==> src/rtl/conv2_sink_pkg.sv <==
// Shared types and sizing for the conv2 feature-map sink.
// Frame geometry, address width and the control state encoding.
package conv2_sink_pkg;

    localparam int WIDTH        = 11;
    localparam int HEIGHT       = 11;
    localparam int CHANNELS     = 16;
    localparam int FRAME_PIXELS = WIDTH * HEIGHT;
    localparam int ADDR_W       = $clog2(FRAME_PIXELS);

    typedef enum logic [1:0] {
        IDLE,
        CAPTURE,
        READY
    } state_t;

endpackage

==> src/rtl/fmap_ram.sv <==
// Frame buffer: one synchronous write port, one registered read port.
// Reads of an index being written return the old word.
module fmap_ram
    import conv2_sink_pkg::*;
(
    input  logic                clk,
    input  logic                rst,
    input  logic                wr_en,
    input  logic [ADDR_W-1:0]   wr_addr,
    input  logic [CHANNELS-1:0] wr_data,
    input  logic                rd_en,
    input  logic [ADDR_W-1:0]   rd_addr,
    output logic [CHANNELS-1:0] rd_data
);

    logic [CHANNELS-1:0] mem [FRAME_PIXELS];

    always_ff @(posedge clk) begin
        if (wr_en) begin
            mem[wr_addr] <= wr_data;
        end
    end

    // Out-of-frame addresses read as zero instead of aliasing.
    always_ff @(posedge clk or posedge rst) begin
        if (rst) begin
            rd_data <= '0;
        end else if (rd_en) begin
            if (rd_addr < ADDR_W'(FRAME_PIXELS)) begin
                rd_data <= mem[rd_addr];
            end else begin
                rd_data <= '0;
            end
        end
    end

endmodule

==> src/rtl/conv2_fmap_sink.sv <==
// Captures one 11x11x16 conv2 output frame and holds it for readout
// until the downstream layer releases it.
module conv2_fmap_sink
    import conv2_sink_pkg::*;
(
    input  logic                clk,
    input  logic                rst,
    input  logic                valid_in,
    input  logic [CHANNELS-1:0] conv2_in,
    input  logic                frame_release,
    input  logic                rd_en,
    input  logic [ADDR_W-1:0]   rd_addr,
    output logic [CHANNELS-1:0] rd_data,
    output logic                rd_valid,
    output logic                frame_ready,
    output logic                frame_done,
    output logic [ADDR_W-1:0]   pix_count,
    output logic                overflow
);

    state_t state, state_next;
    logic   wr_en;
    logic   last_pix;

    assign last_pix    = (pix_count == ADDR_W'(FRAME_PIXELS - 1));
    assign frame_ready = (state == READY);

    always_ff @(posedge clk or posedge rst) begin
        if (rst) begin
            state <= IDLE;
        end else begin
            state <= state_next;
        end
    end

    always_comb begin
        state_next = state;
        wr_en      = 1'b0;
        unique case (state)
            IDLE, CAPTURE: begin
                if (valid_in) begin
                    wr_en      = 1'b1;
                    state_next = last_pix ? READY : CAPTURE;
                end
            end
            READY: begin
                if (frame_release) begin
                    state_next = IDLE;
                end
            end
            default: state_next = IDLE;
        endcase
    end

    // A pixel arriving while a frame is held is lost; flag it until reset.
    always_ff @(posedge clk or posedge rst) begin
        if (rst) begin
            pix_count  <= '0;
            frame_done <= 1'b0;
            overflow   <= 1'b0;
            rd_valid   <= 1'b0;
        end else begin
            frame_done <= wr_en && last_pix;
            rd_valid   <= rd_en;
            if (wr_en) begin
                pix_count <= pix_count + ADDR_W'(1);
            end else if (state == READY && frame_release) begin
                pix_count <= '0;
            end
            if (state == READY && valid_in) begin
                overflow <= 1'b1;
            end
        end
    end

    fmap_ram u_ram (
        .clk     (clk),
        .rst     (rst),
        .wr_en   (wr_en),
        .wr_addr (pix_count),
        .wr_data (conv2_in),
        .rd_en   (rd_en),
        .rd_addr (rd_addr),
        .rd_data (rd_data)
    );

endmodule

==> config.mk <==
export PLATFORM = sky130hd
export DESIGN_NAME = conv2_fmap_sink
export DESIGN_NICKNAME = d
export VERILOG_FILES = /design/src/rtl/conv2_sink_pkg.sv /design/src/rtl/fmap_ram.sv /design/src/rtl/conv2_fmap_sink.sv
export SDC_FILE = /design/constraint.sdc
export NUM_CORES = 2
export LEC_CHECK = 0
export CAP_MARGIN = 20
export CORE_UTILIZATION = 55
export DETAILED_ROUTE_END_ITERATION = 12
export PLACE_DENSITY = 0.74
export SLEW_MARGIN = 20
export SYNTH_ARGS = -nofsm -noshare
export SYNTH_HDL_FRONTEND = slang
export SYNTH_SLANG_ARGS = --single-unit
==> constraint.sdc <==
create_clock -name clk -period 2.82 [get_ports clk]
set_input_delay 0.564 -clock clk [delete_from_list [all_inputs] [get_ports clk]]
set_output_delay 0.564 -clock clk [all_outputs]
set_load 0.02 [all_outputs]
==> results_dict.tcl <==
set metrics [dict create \
    dp_cells 6063 \
    cts_buffers 188 \
    max_slew_margin_pct 46.6 \
    required_ns 2.26 \
    initial_utilization_pct 55.6 \
    ys.flop_type "edfxtp_1" \
    synth_top_area_cell "edfxtp_1" \
    coreArea_sq_mm 0.138 \
    fin_skew_ns 0.0394 \
    worstMarginPinSlew_ns 0.793 \
    cts_tree "yes" \
    rsz0062_at_grt "false" \
    wirelength_um 197000 \
    synth.yosys.seq_area_share_pct 76.9 \
    cp_max_fo 10 \
    ir_worst_vdd_uv 534 \
    vias_per_cell 6.45 \
    fp.dieH_um 375 \
    layout.nets 4489 \
    first_iter_violations 5695 \
    min_path_cells 1 \
    critPathLaunchType "flip-flop" \
    drtAntennaViolNets 0 \
    dr.pass1.iters 5 \
    regToRegSetupSlack_ns 0.28 \
    seq_area_sq_mm 0.0588 \
    synth_cell_types 49 \
    multi_input_area_sq_mm 0.0165 \
    tns_ns 0 \
    ys_ff_latch 1964 \
    cp_slowest_stage_delay_ns 0.71 \
    hold_viol_final 0 \
    finalNonFillerCells 6411 \
    min_period_ns 2.79 \
    crit_chain "clkdlybuf4s50_1" \
    cts.path.max_buffers 3 \
    die_x_um 375 \
    num_rows 136 \
    drv_cap 0 \
    hold_start "conv2_in[4]" \
    clk_latency_ns 0.84 \
    status "completed" \
    ctsHoldBuffers 0 \
    period_share_pct 98.9 \
    grt_max_degree 86 \
    hp-class "in -> reg" \
    port_buffers 54 \
    root_buffer "clkbuf_16" \
    fmax_mhz 358 \
    syn_nets 3984 \
    netlist.area_leader.share_pct 76.0 \
    r2r_end "u_ram.rd_data[1]" \
    path_buf_inv 1 \
    avgSynthCellArea_sq_um 19.3 \
    synthTopCellsByCount "1936 x edfxtp_1, 562 x mux2i_1, 215 x mux4_2, 188 x a22oi_1, 141 x nand2_1" \
    worstPathArrival_ns 2.23 \
    gp_congestion 0.903 \
    synthMostInstantiatedCell "edfxtp_1" \
    first_global_vias 40838 \
    slowest_stage "clkdlybuf4s50_1" \
    antenna_found_initial 18 \
    reg2reg_from "u_ram.mem[5][1]" \
    endpoint_kind "output pin" \
    drc 0 \
    dieArea_sq_mm 0.141 \
    syn_area_sq_mm 0.0765 \
    reg2reg_depth 7 \
    clk_pin_slew_ns 0.06 \
    grt_pass1_wl_um 283000 \
    wl_per_cell_um 30.7 \
    n_fill_cell 8724 \
    path_delay_family "buffers and inverters" \
    drv_slew 0 \
    p_leak_nw 30.4 \
    synth-edff-count 1936 \
    grt_overflow 0 \
    grt_usage_pct 28.2 \
    critPathKind "reg -> out" \
    detailed_place_hpwl_um 124000 \
    setup_viol 0 \
    synth_area_leaders "edfxtp_1 76%, mux2i_1 7.4%, mux4_2 6.3%" \
    hold-path-endpoint "u_ram.mem[75][4]" \
    areaGrowthSynthToFinish_pct 17.6 \
    yosys_warnings 0 \
    io_pins 55 \
    cts_num_sinks 1964 \
    htree_levels 4 \
    vias 41324 \
    post_cts_buffers 0 \
    synthCells 3954 \
    drive_above_1_share_pct 23.3 \
    async_flop_share_pct 1.43 \
    power.density_mw_per_mm2 689 \
]
## layout make-up
class	count	share of cell area, %
Antenna cell	4	0.0111
Clock buffer	237	5.55
Sequential cell	1964	65.4
Timing Repair Buffer	549	6.95
Clock inverter	107	1.25
Multi-Input combinational cell	1749	18.3
Inverter	7	0.0292
Tap cell	1794	2.49
## kinds of logic (layout without fill, tap and decap cells)
logic type / Yosys count / after routing / share of synthesized area [%]
compound gates: 423 / 423 / 3.93
fa+ha+maj: 2 / 2 / 0.0327
buf+inv: 241 / 900 / 1.65
flops: 1964 / 1964 / 76.9
mux: 823 / 823 / 14.4
other cells: 0 / 4 / 0
simple gates: 501 / 501 / 3.04
## layer usage
layer | part of all wire [%] | global-route usage (%) | vias up
met4 | 3.8 | 10.8 | 16
met2 | 47 | 43.5 | 2384
met3 | 11 | 6.64 | 408
li1 | - | - | 17174
met5 | 0.059 | 0 | -
met1 | 39 | 39.3 | 21342
## worst max-delay path by stage
stage                                 from          endpoint  cells past startpoint
after floorplan               pix_count[6]  u_ram.mem[80][0]                      4
after global placement          rd_addr[0]  u_ram.rd_data[1]                      9
after detailed placement        rd_addr[0]  u_ram.rd_data[1]                      9
after CTS                 u_ram.rd_data[6]        rd_data[6]                      1
after global routing          pix_count[4]      pix_count[4]                      1
final                         pix_count[4]      pix_count[4]                      1
## timing repair
item,4_1_cts,5_1_grt
endpoints found under the setup margin,6,2
gates resized for setup,6,2
pin swaps,0,0
## report_power, final
group	switching, W	internal (W)	leakage [nW]
logic	0.00272	0.00166	9.68
clock network	0.0107	0.0142	2.98
registers	0.000318	0.0324	17.7
total	0.0138	0.0483	30.4
## through the flow
step	util [%]	instance area [sq um]	power [W]	hold WS (ns)	worst slack, ns
floorplan	-	76500	0.0351	0.471	0.108
global placement	60.9	83800	0.0375	0.439	-0.450
detailed placement	60.9	83800	0.0376	0.456	-0.606
CTS	65.3	90000	0.0621	0.0440	0.00351
global route	65.3	90000	0.0635	0.0802	0.00927
finish	65.4	90000	0.0620	0.101	0.0298
## registers in the layout, indices dropped and copies added, names as in the netlist
| register | count |
|---|---|
| u_ram.mem | 1936 |
| state | 2 |
| frame_done | 1 |
| pix_count | 7 |
| u_ram.rd_data | 16 |
| rd_valid | 1 |
| overflow | 1 |
## layout by cell type, fill, tap and decap left out, drive strengths merged, types with 5 or more instances in the layout
| master | instances |
|---|---|
| o21ai | 30 |
| clkdlybuf4s50 | 31 |
| o2111ai | 9 |
| nor2b | 28 |
| a21oi | 80 |
| mux4 | 218 |
| o221ai | 15 |
| a211oi | 18 |
| nand4b | 22 |
| bufinv | 18 |
| mux2 | 43 |
| a22oi | 188 |
| clkinvlp | 5 |
| mux2i | 562 |
| dfrtp | 28 |
| a221oi | 36 |
| nand2 | 141 |
| clkinv | 79 |
| o22ai | 16 |
| inv | 12 |
| buf | 517 |
| nor2 | 139 |
| edfxtp | 1936 |
| nand4 | 8 |
| and2 | 13 |
| clkbuf | 237 |
| nand3 | 129 |
| nor4 | 9 |
| a41o | 16 |
No activity file was read; power rests on OpenSTA's default activity.
